## config.mk

```make
export PLATFORM = sky130hd
export DESIGN_NAME = pipe_ctrl
export DESIGN_NICKNAME = d
export VERILOG_FILES = /design/src/rtl/pipe_ctrl.sv
export SDC_FILE = /design/constraint.sdc
export NUM_CORES = 1
export LEC_CHECK = 0
export CAP_MARGIN = 20
export CELL_PAD_IN_SITES_DETAIL_PLACEMENT = 1
export CELL_PAD_IN_SITES_GLOBAL_PLACEMENT = 2
export CORE_MARGIN = 2
export CORE_UTILIZATION = 34
export DETAILED_ROUTE_END_ITERATION = 10
export PLACE_DENSITY = 0.84
export SETUP_SLACK_MARGIN = 0.5
export SYNTH_ARGS = -nofsm -noshare
export SYNTH_HDL_FRONTEND = slang
export SYNTH_SLANG_ARGS = --single-unit
```

## constraint.sdc

```tcl
create_clock -name clk -period 4.4 [get_ports clk]
set_input_delay 0.88 -clock clk [delete_from_list [all_inputs] [get_ports clk]]
set_output_delay 0.88 -clock clk [all_outputs]
set_load 0.05 [all_outputs]
```

## src/rtl/pipe_ctrl.sv

```systemverilog
// pipe_ctrl: pipeline sequencing controller for the five-stage RV32I core.
// Derives per-stage write enables and flushes from ID hazards, redirects and
// data-memory waits, and runs the halt/drain/resume FSM with a dmem watchdog.
module pipe_ctrl #(
  parameter int unsigned DRAIN_CYCLES = 3,
  parameter int unsigned DMEM_TIMEOUT = 255
) (
  input  logic        clk,
  input  logic        rst_n,
  input  logic        Stall,
  input  logic        Branch,
  input  logic        Jump,
  input  logic        imem_ready,
  input  logic        dmem_req,
  input  logic        dmem_ready,
  input  logic        halt_req,
  input  logic        resume,
  output logic        PCWrite,
  output logic        IFWrite,
  output logic        IF_flush,
  output logic        ID_flush,
  output logic        EXWrite,
  output logic        MEMWrite,
  output logic        WBWrite,
  output logic        halted,
  output logic        bus_error,
  output logic [15:0] stall_cycles
);

  typedef enum logic [1:0] {RUN, DRAIN, HALTED, ERR} state_t;

  state_t      state_q, state_d;
  logic [7:0]  drain_cnt_q, drain_cnt_d;
  logic [7:0]  wdog_q, wdog_d;
  logic        halted_q, halted_d;
  logic        bus_error_q, bus_error_d;
  logic [15:0] stall_cycles_q, stall_cycles_d;

  logic frozen;
  logic freeze_act;
  logic redirect;
  logic timeout;

  assign frozen     = dmem_req & ~dmem_ready;
  assign freeze_act = frozen & ((state_q == RUN) | (state_q == DRAIN));
  assign redirect   = Branch | Jump;
  assign timeout    = freeze_act & (wdog_q == 8'(DMEM_TIMEOUT - 1));

  // Per-stage enables and flushes, combinational from state and inputs
  always_comb begin
    PCWrite  = 1'b0;
    IFWrite  = 1'b0;
    IF_flush = 1'b0;
    ID_flush = 1'b0;
    EXWrite  = 1'b0;
    MEMWrite = 1'b0;
    WBWrite  = 1'b0;
    if (!frozen) begin
      unique case (state_q)
        RUN: begin
          EXWrite  = 1'b1;
          MEMWrite = 1'b1;
          WBWrite  = 1'b1;
          if (Stall) begin
            ID_flush = 1'b1;
          end else if (redirect) begin
            PCWrite  = 1'b1;
            IFWrite  = 1'b1;
            IF_flush = 1'b1;
          end else if (!imem_ready) begin
            IFWrite  = 1'b1;
            IF_flush = 1'b1;
          end else begin
            PCWrite  = 1'b1;
            IFWrite  = 1'b1;
          end
        end
        DRAIN: begin
          ID_flush = 1'b1;
          EXWrite  = 1'b1;
          MEMWrite = 1'b1;
          WBWrite  = 1'b1;
        end
        default: ;
      endcase
    end
  end

  // Next-state, drain counter, watchdog and statistics
  always_comb begin
    state_d        = state_q;
    drain_cnt_d    = drain_cnt_q;
    bus_error_d    = bus_error_q;
    wdog_d         = freeze_act ? wdog_q + 8'd1 : '0;
    stall_cycles_d = stall_cycles_q;
    unique case (state_q)
      RUN: begin
        if (timeout) begin
          state_d     = ERR;
          bus_error_d = 1'b1;
        end else if (halt_req && !frozen && !Stall && !redirect) begin
          state_d     = DRAIN;
          drain_cnt_d = 8'(DRAIN_CYCLES);
        end
      end
      DRAIN: begin
        if (timeout) begin
          state_d     = ERR;
          bus_error_d = 1'b1;
        end else if (!frozen) begin
          drain_cnt_d = drain_cnt_q - 8'd1;
          if (drain_cnt_q == 8'd1) state_d = HALTED;
        end
      end
      HALTED: begin
        if (resume) state_d = RUN;
      end
      default: ;
    endcase
    halted_d = (state_d == HALTED) | (state_d == ERR);
    if ((state_q == RUN) && !PCWrite && (stall_cycles_q != '1))
      stall_cycles_d = stall_cycles_q + 16'd1;
  end

  // State and counter registers
  always_ff @(posedge clk or negedge rst_n) begin
    if (!rst_n) begin
      state_q        <= RUN;
      drain_cnt_q    <= '0;
      wdog_q         <= '0;
      halted_q       <= 1'b0;
      bus_error_q    <= 1'b0;
      stall_cycles_q <= '0;
    end else begin
      state_q        <= state_d;
      drain_cnt_q    <= drain_cnt_d;
      wdog_q         <= wdog_d;
      halted_q       <= halted_d;
      bus_error_q    <= bus_error_d;
      stall_cycles_q <= stall_cycles_d;
    end
  end

  assign halted       = halted_q;
  assign bus_error    = bus_error_q;
  assign stall_cycles = stall_cycles_q;

endmodule

```

## Word level (Yosys, flattened, before mapping)

Cells that the tools add are included.

| word-level totals | value |
|---|---|
| flip-flop bits (word level) | 36 |

| cells by class | value |
|---|---|
| add/sub/neg operators | 3 |
| equal/unequal tests | 11 |
| mux-type cells | 31 |
| bitwise logic cells | 7 |
| reductions and logical operators | 14 |

Operators by type and width:

| cell | number |
|---|---|
| 2-to-1 mux 8 bit | 5 |
| 2-to-1 mux 1 bit | 17 |
| adder 16 x 1 -> 16 bit, second input constant | 1 |
| inequality test 16 bit, second input constant | 1 |
| case mux 8 bit (2 select lines) | 1 |
| 2-to-1 mux 2 bit | 6 |
| adder 8 x 1 -> 8 bit, second input constant | 1 |
| == test 8 x 1 -> 1 bit, second input constant | 1 |
| == test 8 bit, second input constant | 1 |
| subtractor 8 x 1 -> 8 bit, second input constant | 1 |
| == test 2 bit, second input constant | 3 |
| inequality test 2 bit, second input constant | 3 |
| case mux 2 bit (3 select lines) | 1 |
| logical AND 1 bit | 5 |
| AND reduction 5 bit | 1 |
| zero test 1 bit | 4 |
| bitwise AND 1 bit | 3 |
| bitwise OR 1 bit | 3 |
| == test 2 x 1 -> 1 bit, second input constant | 1 |
| zero test 2 bit | 1 |
| inequality test 2 x 1 -> 1 bit, second input constant | 1 |
| case mux 1 bit (2 select lines) | 1 |
| AND reduction 2 bit | 1 |
| nonzero test 2 bit | 1 |
| other kinds (2) | 2 |

## Longest topological paths before layout

| depth | value |
|---|---|
| depth after elaboration | 11 |
| mapped depth | 7 |

## Worst setup path after synthesis

Ideal clock, no wire load.

| timing | value |
|---|---|
| kind | input-to-output |
| start | in dmem_req |
| end | out ID_flush |
| data arrival time | 2404 ps |
| required time | 3520 ps |
| setup slack | 1116 ps |
| stages | 3 |
| buffers on the path | 0 |
| cells stage by stage | nor2b_2 -> nor2_1 -> o21a_1 |

| between the ends | value |
|---|---|
| cells in the longest elaborated chain, start to end | 2 |

RTL lines:

| item | line | source |
|---|---|---|
| from (decl) | 14 | `input logic dmem_req,` |
| bitwise AND 1 bit | 44 | `assign frozen = dmem_req & ~dmem_ready;` |
| 2-to-1 mux 1 bit | 58 | `if (!frozen) begin` |
| to (decl) | 21 | `output logic ID_flush,` |

Every way passes these cells.

## Worst setup path in the final report

| timing | value |
|---|---|
| start | in dmem_req |
| end | out IF_flush |

| between the ends | value |
|---|---|
| cells in the longest elaborated chain, start to end | 2 |

RTL lines:

| item | line | source |
|---|---|---|
| bitwise AND 1 bit | 44 |  |
| 2-to-1 mux 1 bit | 58 |  |
| to (decl) | 20 | `output logic IF_flush,` |

Every way passes these cells.

==> results.ini <==
[clocking]
cts_buffer_depth = 2
cts_tree = done
clock_sinks = 35
cts-root-buf = clkbuf_8
h-tree-depth = 2
clock_latency_ps = 280
clk_pin_slew_worst_paths_ps = 70
cts_buffers = 5
ctsHoldBuffers = 0
cts_resized = 0
cts_setup_buffers = 0

[finish]
drive_above_1_share_pct = 10.2
final_common_cell = dfrtp_1
syn2layout_area_growth_pct = 27.5
layout_common_cells = 35 x dfrtp_1, 34 x clkdlybuf4s50_1, 22 x nor2_1
fin_nets = 220
n_antenna_cell = 0

[global_routing]
grt_usage_pct = 15.7
grt_pass1_wl_microns = 7420
antenna_found_initial = 0
grt_overflow = 0
grt_pass1_vias = 1565
grt_max_degree = 36

[die]
coreArea_sq_mm = 0.00504
die_h_microns = 76.0
die_area_sq_mm = 0.00578
pin_count = 35
fp.dieW_microns = 76.0
num_rows = 26
initial_core_util_pct = 35.0

[synthesis]
seq_area_frac_synth_pct = 49.7
synth_nets = 183
syn_area_sq_mm = 0.00176
synth_warnings = 0
avgSynthCellArea_sq_um = 10.5
synth_area_leader_cell = dfrtp_1
synth.distinct_cells = 36
synth_top_area_share_pct = 49.7
synthTopCellsByArea = dfrtp_1 50%, xnor2_1 7.5%, xor2_1 5.5%, nor2_1 4.7%, ha_1 3.5%
ys_seq_elements = 35
syn_inst = 168

[worst_setup_path]
startpoint_type = input port
crit_path_max_fanout = 5
critPathSlowestCell = clkdlybuf4s50_1
critical_path_class = input port to output pin
endpoint_kind = output pin
cp_data_required_time_ps = 3520
cpPeakStageDelay_ps = 820
path_cells = clkdlybuf4s50_1 -> nor2b_2 -> or4_4 -> a21oi_1 -> clkdlybuf4s50_1
crit_path_frequent_cell = clkdlybuf4s50_1
cp.arrival_ps = 2880

[run_status]
outcome = finished, final reports clean

[sta]
setup_viol = 0
setup_tns_ps = 0
min_period_over_period_pct = 85.4
timing.fmax_mhz = 266
worst_slew_pin_slew_ps = 603
min_period_ps = 3760
skew_ps = 5.44
relSlewSlack_pct = 59.8
rsz0062_at_grt = no
slew_viol_final = 0
hold_viol = 0

[detailed_routing]
vias = 1374
first_iter_violations = 49
vias_per_cell = 4.98
firstDrtPassIters = 4
drc = 0
finalWirelength_microns = 4250
ant_nets = 0
wl_per_cell_microns = 15.4

[place]
gp_congestion = 0.764
port_buffers = 34
dp_hpwl_microns = 3140

[run]
max-cap-violations = 0

[hold_path]
worstHoldPathType = flop to flop

[power]
irDropWorstVdd_mv = 0.328
report.power.total_w = 0.00122
power.density_mw_per_mm2 = 545
power.leakage_nw = 0.955

synthesized netlist by cell type, drive strengths merged:
cell     count
or4b         1
xnor2       15
o311ai       1
o21a         2
and4         6
o21ai        1
dfrtp       35
xor2        11
mux2         1
or2          1
or3b         1
buf          5
inv          7
and2         2
o2bb2ai      1
nand3        6
o2111ai      2
and3         4
nor4b        1
a21oi        3
or4          3
nor2        25
nand4        7
nand2        9
nor2b        1
or3          1
a31oi        3
nand2b       2
ha           5
nor3         6
path summary, 6_finish.rpt:
| path | start | to | slack [ps] | depth (start not counted) |
|---|---|---|---|---|
| worst min-delay path | bus_error | bus_error | 490 | 1 |
| worst min register to register | bus_error | bus_error | 490 | 1 |
| worst max-delay path | dmem_req | IF_flush | 640 | 5 |
| max in group asynchronous | rst_n | drain_cnt_q[5] | 3060 | 2 |
| worst max register to register | stall_cycles[0] | stall_cycles[13] | 2310 | 6 |
| min in group asynchronous | rst_n | bus_error | 1010 | 2 |
sequential cells by signal, summed over array words and instances (netlist names), named ones only:
register and count:
drain_cnt_q 8, stall_cycles 16, bus_error 1, wdog_q 8
area by class of cell:
type / instances / area (sq um)
clock buffers: 5 / 68.8
clock inverters: 3 / 15.0
fillers: 569 / 2800
inverters: 7 / 26.3
multi-input cells: 121 / 826
flip-flops and latches: 35 / 876
well taps: 70 / 87.6
repair buffers: 35 / 348
report_power, final:
group	switching, W	internal, W
logic	0.000326	0.000188
clock network	0.000114	0.000108
registers	0.0000943	0.000394
total	0.000534	0.000690
worst max-delay path: cells and delay by family:
kind	cells	cell delay, ps
buf+inv	2	1240
compound gates	1	130
simple gates	2	620
cell families after synthesis:
group                    count (synthesis)  share of synthesized area (%)
AO/OA/AOI/OAI                           13                           5.25
flip-flops                              35                           49.7
XOR/XNOR                                26                           12.9
adder cells (fa/ha/maj)                  5                           3.55
AND/OR/NAND/NOR                         76                           24.5
buffers and inverters                   12                           3.48
multiplexers                             1                          0.639
metrics by stage:
stage / util [%] / cells / hold slack [ps] / setup slack [ps] / instance area [sq um]
after global placement: 42.9 / 268 / 458 / 682 / 2160
after detailed placement: 42.9 / 268 / 484 / 645 / 2160
after CTS: 44.6 / 276 / 509 / 634 / 2250
final: 44.6 / 276 / 495 / 641 / 2250
after floorplan: - / 168 / 492 / 1120 / 1760
after global routing: 44.6 / 276 / 531 / 569 / 2250
per-layer routing:
layer,vias to the layer above,part of all wire (%),GRT usage (%)
met4,0,0.49,4.36
met3,2,4.8,4.74
met2,42,50,27.1
met5,-,0,0
li1,650,-,-
met1,680,44,19.1
Note: power is estimated with default switching activity, not from simulation.
